## src/rtl/clk_div_pkg.sv

```systemverilog
// Shared definitions for the runtime-programmable clock divider.
package clk_div_pkg;

    // Controller FSM state encoding
    localparam logic [1:0] OFF   = 2'd0;
    localparam logic [1:0] RUN   = 2'd1;
    localparam logic [1:0] PEND  = 2'd2;
    localparam logic [1:0] DRAIN = 2'd3;

    // Smallest divisor the controller will accept
    localparam int MIN_DIV = 2;

endpackage

```

## src/rtl/clk_div_core.sv

```systemverilog
// Period counter and 50% duty clock generation for even and odd divisors.
module clk_div_core
    import clk_div_pkg::*;
#(
    parameter int DIV_W = 8
) (
    input  logic             clk,
    input  logic             reset,
    input  logic             run,
    input  logic             run_nxt,
    input  logic [DIV_W-1:0] cur_div,
    output logic             bnd,
    output logic             tick,
    output logic             clk_out
);

    logic [DIV_W-1:0] cnt;
    logic [DIV_W-1:0] cnt_nxt;
    logic             p;
    logic             n;

    // ceil(d/2) in DIV_W bits; cannot overflow because d <= 2**DIV_W-1
    function automatic logic [DIV_W-1:0] ceil_half(input logic [DIV_W-1:0] d);
        return (d >> 1) + {{(DIV_W-1){1'b0}}, d[0]};
    endfunction

    assign bnd = run && (cnt == cur_div - DIV_W'(1));

    // Next counter value: count while running, wrap at the boundary, hold 0 when stopped
    always_comb begin
        cnt_nxt = '0;
        if (run && !bnd) begin
            cnt_nxt = cnt + DIV_W'(1);
        end
    end

    // Counter, high-phase flop and tick are computed from the next count so they align with cnt
    always_ff @(posedge clk) begin
        if (!reset) begin
            cnt  <= '0;
            p    <= 1'b0;
            tick <= 1'b0;
        end else begin
            cnt  <= cnt_nxt;
            p    <= run_nxt && (cnt_nxt < ceil_half(cur_div));
            tick <= run_nxt && (cnt_nxt == '0);
        end
    end

    // Half-cycle delayed copy of p; ANDing with it trims odd high phases to N/2
    always_ff @(negedge clk) begin
        if (!reset) begin
            n <= 1'b0;
        end else begin
            n <= p;
        end
    end

    // Flop-only output: even divisors use p directly, odd ones the overlap of p and n
    assign clk_out = cur_div[0] ? (p & n) : p;

endmodule

```

## src/rtl/clk_div_sequencer.sv

```systemverilog
// Divider controller: owns the divisor, handles req/ack changes at period boundaries.
module clk_div_sequencer
    import clk_div_pkg::*;
#(
    parameter int DIV_W   = 8,
    parameter int DEF_DIV = 5
) (
    input  logic             clk_in,
    input  logic             reset,
    input  logic             enable,
    input  logic             div_req,
    input  logic [DIV_W-1:0] div_val,
    output logic             div_ack,
    output logic             div_err,
    output logic             busy,
    output logic [DIV_W-1:0] cur_div,
    output logic             tick,
    output logic             clk_out
);

    logic [1:0]       state;
    logic [1:0]       state_nxt;
    logic [DIV_W-1:0] pending;
    logic             bnd;
    logic             req_take;
    logic             req_bad;
    logic             req_ok;

    // State register
    always_ff @(posedge clk_in) begin
        if (!reset) begin
            state <= OFF;
        end else begin
            state <= state_nxt;
        end
    end

    // Next-state logic; a valid request in RUN wins over a simultaneous stop
    always_comb begin
        state_nxt = state;
        unique case (state)
            OFF:     if (enable) state_nxt = RUN;
            RUN:     if (req_ok) state_nxt = PEND;
                     else if (!enable) state_nxt = DRAIN;
            PEND:    if (bnd) state_nxt = enable ? RUN : OFF;
            DRAIN:   if (enable) state_nxt = RUN;
                     else if (bnd) state_nxt = OFF;
            default: state_nxt = OFF;
        endcase
    end

    // Outputs and request qualification decoded from the current state
    always_comb begin
        busy     = (state == PEND);
        req_take = div_req && !busy && ((state == OFF) || (state == RUN));
        req_bad  = req_take && (div_val < DIV_W'(MIN_DIV));
        req_ok   = req_take && !req_bad;
    end

    // Divisor, pending value and handshake pulses
    always_ff @(posedge clk_in) begin
        if (!reset) begin
            cur_div <= DIV_W'(DEF_DIV);
            pending <= '0;
            div_ack <= 1'b0;
            div_err <= 1'b0;
        end else begin
            div_ack <= ((state == OFF) && req_ok) || ((state == PEND) && bnd);
            div_err <= req_bad;
            if ((state == OFF) && req_ok) begin
                cur_div <= div_val;
            end else if ((state == PEND) && bnd) begin
                cur_div <= pending;
            end
            if ((state == RUN) && req_ok) begin
                pending <= div_val;
            end
        end
    end

    clk_div_core #(
        .DIV_W(DIV_W)
    ) u_core (
        .clk     (clk_in),
        .reset   (reset),
        .run     (state != OFF),
        .run_nxt (state_nxt != OFF),
        .cur_div (cur_div),
        .bnd     (bnd),
        .tick    (tick),
        .clk_out (clk_out)
    );

endmodule
```

## config.mk

```make
export PLATFORM = sky130hd
export DESIGN_NAME = clk_div_sequencer
export DESIGN_NICKNAME = d
export VERILOG_FILES = /design/src/rtl/clk_div_pkg.sv /design/src/rtl/clk_div_core.sv /design/src/rtl/clk_div_sequencer.sv
export SDC_FILE = /design/constraint.sdc
export NUM_CORES = 1
export LEC_CHECK = 0
export CAP_MARGIN = 10
export CORE_UTILIZATION = 50
export DETAILED_ROUTE_END_ITERATION = 10
export PLACE_DENSITY = 0.79
export SLEW_MARGIN = 20
export SYNTH_ARGS = -nofsm -noshare
export SYNTH_HDL_FRONTEND = slang
export SYNTH_SLANG_ARGS = --single-unit
export TNS_END_PERCENT = 5
```

## constraint.sdc

```tcl
create_clock -name clk_in -period 3 [get_ports clk_in]
set_input_delay 0.9 -clock clk_in [delete_from_list [all_inputs] [get_ports clk_in]]
set_output_delay 0.9 -clock clk_in [all_outputs]
set_load 0.01 [all_outputs]
```

==> key figures <==
Power
  • Sw power: 0.3736 mW
  • Switching share of power: 32.12%
  • Clock Power Share: 30.0%
  • Int Pwr: 0.7895 mW
  • Peak supply drop: 0.0002959 V
  • Power Density: 457.5 nW/um^2
  • Leak pwr: 1.036 nW
  • Gate power share: 29.9%
  • Part of the power in registers: 40.1%
  • Design Power: 1.163 mW

Synthesis
  • Syn_nets: 265
  • Synth area leader: dfxtp_1
  • Syn Inst Count: 242
  • Compound-Gate Fraction of Synth Area: 20.56%
  • Top cells by area, synth: dfxtp_1, nand3_1, ha_1
  • Commonest cells in the synthesized netlist: dfxtp_1, nand3_1, nor2_1
  • Post-synthesis mux area share: 1.037%
  • Count of cell types in the netlist: 53
  • Post-Synth XOR/XNOR Area: 8.542%
  • Most numerous cell in the Yosys netlist: dfxtp_1
  • Sequential area share after synthesis: 30.26%
  • Ys flop type: dfxtp_1
  • Synth warn: 0
  • Syn Area/Cell: 8.474 sq um
  • Synth async-reset ratio: 0%
  • Post-Syn Area: 2051 sq um
  • Main combinational cell family by area after synthesis: simple AND/OR/NAND/NOR gates
  • Synth Area in Adders: 6.711%
  • Simple-gate share of the synthesized area: 26.85%
  • Post-synth top area share: 30.26%
  • Post-synth EDFFs: 0
  • Seq cells post-synth: 31

Layout
  • N_diodes: 0
  • Ratio of cells with drive above 1 in the final layout: 17.63%
  • Area delta synth->final: 23.98%
  • Final Cell Area: 2542 sq um
  • Final #Nets: 300

Place
  • Place WS: -0.3072 ns
  • Placed Area: 2442 sq um
  • Buffers added on ports: 24
  • Post-detail-place hpwl: 3.503 mm
  • Routability cong.: 0.8392

Clock tree
  • TritonCTS Buffers: 5
  • CTS tree: built
  • Root buffer cell: clkbuf_8
  • H-tree depth: 2
  • Worst-skew pair later-pin latency: 0.35 ns
  • Hold_buf cts: 0
  • Clock-pin slew on the worst setup and hold paths: 0.07 ns
  • Sink Count: 31
  • CTS max path bufs: 2
  • Post-CTS setup buffer count: 0

Die
  • Num rows: 22
  • Die width: 66.04 um
  • Die area: 4361 sq um
  • Die Ht: 66.04 um
  • Core area: 3799 sq um
  • Starting Density: 53.99%
  • I/O Pins: 25

Drt
  • Via count: 1862
  • DRT antenna net count: 0
  • Vias/cell: 5.712
  • Iteration-0 DRC Markers: 107
  • DRC Markers: 0
  • Routed WL per cell: 15.09 um
  • Drt total wl: 4.919 mm
  • Pre-antenna DRT Iters: 4

Worst setup path
  • CP Capture Type: output pin
  • Worst-path cell chain: o21a_1 > buf_2
  • Crit start category: register
  • Worst EP arrival: 2.42 ns
  • Slowest stage delay, CP: 0.29 ns
  • Slowest-stage cell, CP: dfxtp_1
  • Setup CP Type: register to output pin
  • Worst-path maximum fanout: 1
  • Required time of the critical path: 2.10 ns

Timing
  • Min setup slack post-route: -0.3166 ns
  • Final setup viols: 1
  • RSZ-0062 raised after global routing: yes
  • Measured slew at the worst slew-check pin: 0.7179 ns
  • Slew Limit Fails: 0
  • Final Hold Viols: 0
  • Max-slew headroom: 51.47%
  • Setup Skew: 0.06317 ns

Global route
  • Vias in the first global route: 1692
  • Initial antenna violation count: 0
  • Met2 GRT Util: 36.35%
  • GR Util met3: 3.966%
  • Total GRT Usage: 25.03%
  • Grt met1 use: 36.14%
  • Largest net degree at the start of global routing: 36
  • Grt ovf: 0
  • Global-route wire length before repair: 8.190 mm
  • GR peak layer: met2

Status
  • Failing checks: setup timing
  • Run status: complete, but fails checks

Flow run
  • Max-cap violations: 0

Hold path
  • Min-Delay Path Class: register to register
[path summary, 6_finish.rpt]
check	endpoint	slack [ns]	start	cells past startpoint
worst min-delay path	pending[2]	0.46	pending[2]	2
worst max register to register	u_core.p	0.04	cur_div[0]	14
worst min register to register	pending[2]	0.46	pending[2]	2
worst max-delay path	clk_out	-0.32	u_core.n	2
[worst max-delay path, delay by kind of cell (launching register included)]
family / cells / cell delay, ns
buffers and inverters: 1 / 0.13
AOI/OAI and AO/OA: 1 / 0.15
DFF: 1 / 0.29
[power groups by stage]
stage	registers [mW]	logic [mW]	clock network, mW
after floorplan	0.475	0.206	0.00417
after global placement	0.475	0.331	0.00417
final	0.466	0.347	0.349
after detailed placement	0.475	0.335	0.00417
after global routing	0.470	0.378	0.377
after CTS	0.466	0.341	0.356
[state kept, by name, summed over array words and instances (netlist names)]
register	flops
u_core.p	1
cur_div	8
pending	8
u_core.n	1
div_err	1
div_ack	1
state	2
u_core.tick	1
u_core.cnt	8
[cell usage in the layout (no fill, tap or decap), types with 3 or more instances in the layout]
cell / n
o31ai_1: 8
nor4b_1: 3
buf_4: 23
xnor2_1: 8
nand4_1: 3
and3_1: 12
a21boi_0: 8
clkdlybuf4s50_1: 23
nor2b_1: 3
inv_1: 8
nand3_1: 28
dfxtp_1: 29
nand2_1: 16
o211ai_2: 6
nor2_1: 20
clkbuf_8: 6
xor2_1: 12
ha_1: 11
[final cells by class]
| type | instances | area [sq um] |
|---|---|---|
| multi-input cells | 184 | 1328 |
| fillers | 325 | 1256 |
| flip-flops and latches | 31 | 625.6 |
| well taps | 48 | 60.06 |
| clock inverters | 2 | 8.758 |
| clock buffers | 7 | 86.33 |
| repair buffers | 47 | 407.9 |
| inverters | 7 | 26.28 |
[timing repair]
action	CTS	global route
cloned	0	0
endpoints found under the hold margin	0	0
resized for setup	6	1
pin swaps	1	0
setup endpoints to repair	2	2
[metrics by stage]
stage / instances / setup TNS [ns] / hold slack [ns] / utilization, %
6_report: 326 / -0.3166 / 0.4645 / 66.93
5_1_grt: 326 / -0.5043 / 0.4915 / 66.93
4_1_cts: 326 / -0.3197 / 0.4662 / 66.80
3_5_place_dp: 318 / -0.5493 / 0.4619 / 64.30
3_3_place_gp: 318 / -0.4517 / 0.4538 / 64.30
2_1_floorplan: 242 / -0.0006277 / 0.4387 / -
[metal layers]
metal / part of all wire, % / vias up
met2: 45 / 40
met1: 50 / 870
li1: - / 945
met4: 1.5 / 0
met5: 0 / -
met3: 3.7 / 7
[cells by family after synthesis]
kind of cell | Yosys count
adders and majority gates | 11
muxes | 2
DFF | 31
xor gates and xnor gates | 20
AOI/OAI and AO/OA | 49
buffers and inverters | 27
and+or+nand+nor | 102
Power figures use the tool's default switching activity.
==> RTL change: new RTL, same flow settings <==
`DIV_W` is set to 8 in 2 places; all go to 12.
--- a/src/rtl/clk_div_core.sv
+++ b/src/rtl/clk_div_core.sv
@@ -2,7 +2,7 @@
 module clk_div_core
     import clk_div_pkg::*;
 #(
-    parameter int DIV_W = 8
+    parameter int DIV_W = 12
 ) (
     input  logic             clk,
     input  logic             reset,
--- a/src/rtl/clk_div_sequencer.sv
+++ b/src/rtl/clk_div_sequencer.sv
@@ -2,7 +2,7 @@
 module clk_div_sequencer
     import clk_div_pkg::*;
 #(
-    parameter int DIV_W   = 8,
+    parameter int DIV_W   = 12,
     parameter int DEF_DIV = 5
 ) (
     input  logic             clk_in,
Ports: changed (resized cur_div and div_val); port bits go from 25 to 33. The function was not compared with the original's and may differ.
==> RTL change against the unedited design <==
The run still ends with negative setup slack left; design area increased by 40%; final cell count increased by 40%; sequential power increased by 36%; largest power group unchanged; first-iteration DRC count decreased by 21%; critical path type unchanged; critical endpoint unchanged; synthesized cell count increased by 38%; synthesized area increased by 37%; sequential cell count increased by 12; routed wire length increased by 39%; setup slack got worse by 0.0020 ns; total power increased by 26%; worst hold slack improved by 0.059 ns.
==> RTL change: results (changes against the unedited design) <==
status=finished with violations; violated checks=negative setup slack; Fillers=444 (+37%); Synth Instances=334 (+38%); GP Congestion=0.947 (+13%); Post-DP Area=0.00337 mm² (+38%); Clock Skew=0.0554 ns (-0.00782 ns); Die X=77 µm (+17%); hold_sp=pending[0]$_SDFFE_PN0P_; post-synthesis adder-cell area fraction=0.0667 (-0.000388); DP HPWL=5080 µm (+45%); Hold WS=0.524 ns (+0.0595 ns); post-synthesis sequential area ratio=0.306 (+0.00343); Synth Area in Compound Gates=0.125 (-0.0806); met2 GRT Util=0.399 (+0.0356); pre-CTS setup slack=-0.327 ns (-0.0194 ns); via count=2503 (+34%); M3 GR Usage=0.0548 (+0.0151); Post-Layout Cell Count=455 (+40%); Slew @ Worst Pin=0.792 ns (+0.0744 ns); average routed wire per standard cell=15.0 µm (-0.72%); Final setup viols=2 (+1); Hold EP=pending[0]$_SDFFE_PN0P_; largest registers in the final layout=cur_div (12), pending (12), u_core.cnt (12); Synth Area in XOR/XNOR=0.103 (+0.0173); met1 Use GR=0.310 (-0.0511); Reg2Reg Setup Slack=-0.22 ns (-0.26 ns); Synth area leaders=dfxtp_1 (31%), mux2i_1 (8.5%), ha_1 (6.7%); VDD IR max=0.000380 V (+28%); worst setup margin=-0.319 ns (-0.00195 ns); Synth top cells by count=dfxtp_1 (43), nor2_1 (34), mux2i_1 (24); number of global-route vias before repair=2427 (+43%); layout cells sized above 1=0.171 (-0.00483)
[RTL change: cell types whose count changed after synthesis, moves of 8 or more]
cell	delta
mux2i_1	+23
nor2b_1	+13
o31ai_1	-8
dfxtp_1	+12
nor2_1	+14
[RTL change: per-layer routing]
layer | part of all wire | up-vias | wire, µm
met5 | 0 | - | 0
met4 | 0.014 | 0 | 98
met3 | 0.038 | 14 | 259
met2 | 0.49 | 54 | 3330
met1 | 0.46 | 1163 | 3130
li1 | - | 1272 | -
[RTL change: power groups by stage]
stage | combinational, mW | sequential, mW | clock (mW)
6_report | 0.415 | 0.632 | 0.413
5_1_grt | 0.454 | 0.635 | 0.450
4_1_cts | 0.394 | 0.630 | 0.419
3_5_place_dp | 0.387 | 0.643 | 0.00417
3_3_place_gp | 0.379 | 0.642 | 0.00417
2_1_floorplan | 0.233 | 0.649 | 0.00417
[RTL change: area by class of cell]
class	instances	area, µm²	area share
multi-input combinational	260	1900	0.534
sequential	43	866	0.243
timing repair buffer	66	578	0.162
tap	70	87.6	0.0246
clock buffer	6	82.6	0.0232
inverter	7	26.3	0.00737
clock inverter	3	20.0	0.00562
[RTL change: worst max-delay path by stage]
| stage | from | end | slack, ns | cells past startpoint |
|---|---|---|---|---|
| floorplan | cur_div[0]$_SDFFE_PN1P_ | u_core.p$_SDFF_PN0_ | -0.23 | 16 |
| global placement | u_core.n$_SDFF_NN0_ | clk_out | -0.31 | 2 |
| detailed placement | cur_div[0]$_SDFFE_PN1P_ | u_core.p$_SDFF_PN0_ | -0.33 | 15 |
| CTS | u_core.n$_SDFF_NN0_ | clk_out | -0.33 | 2 |
| global route | u_core.n$_SDFF_NN0_ | clk_out | -0.36 | 2 |
| finish | u_core.n$_SDFF_NN0_ | clk_out | -0.32 | 2 |
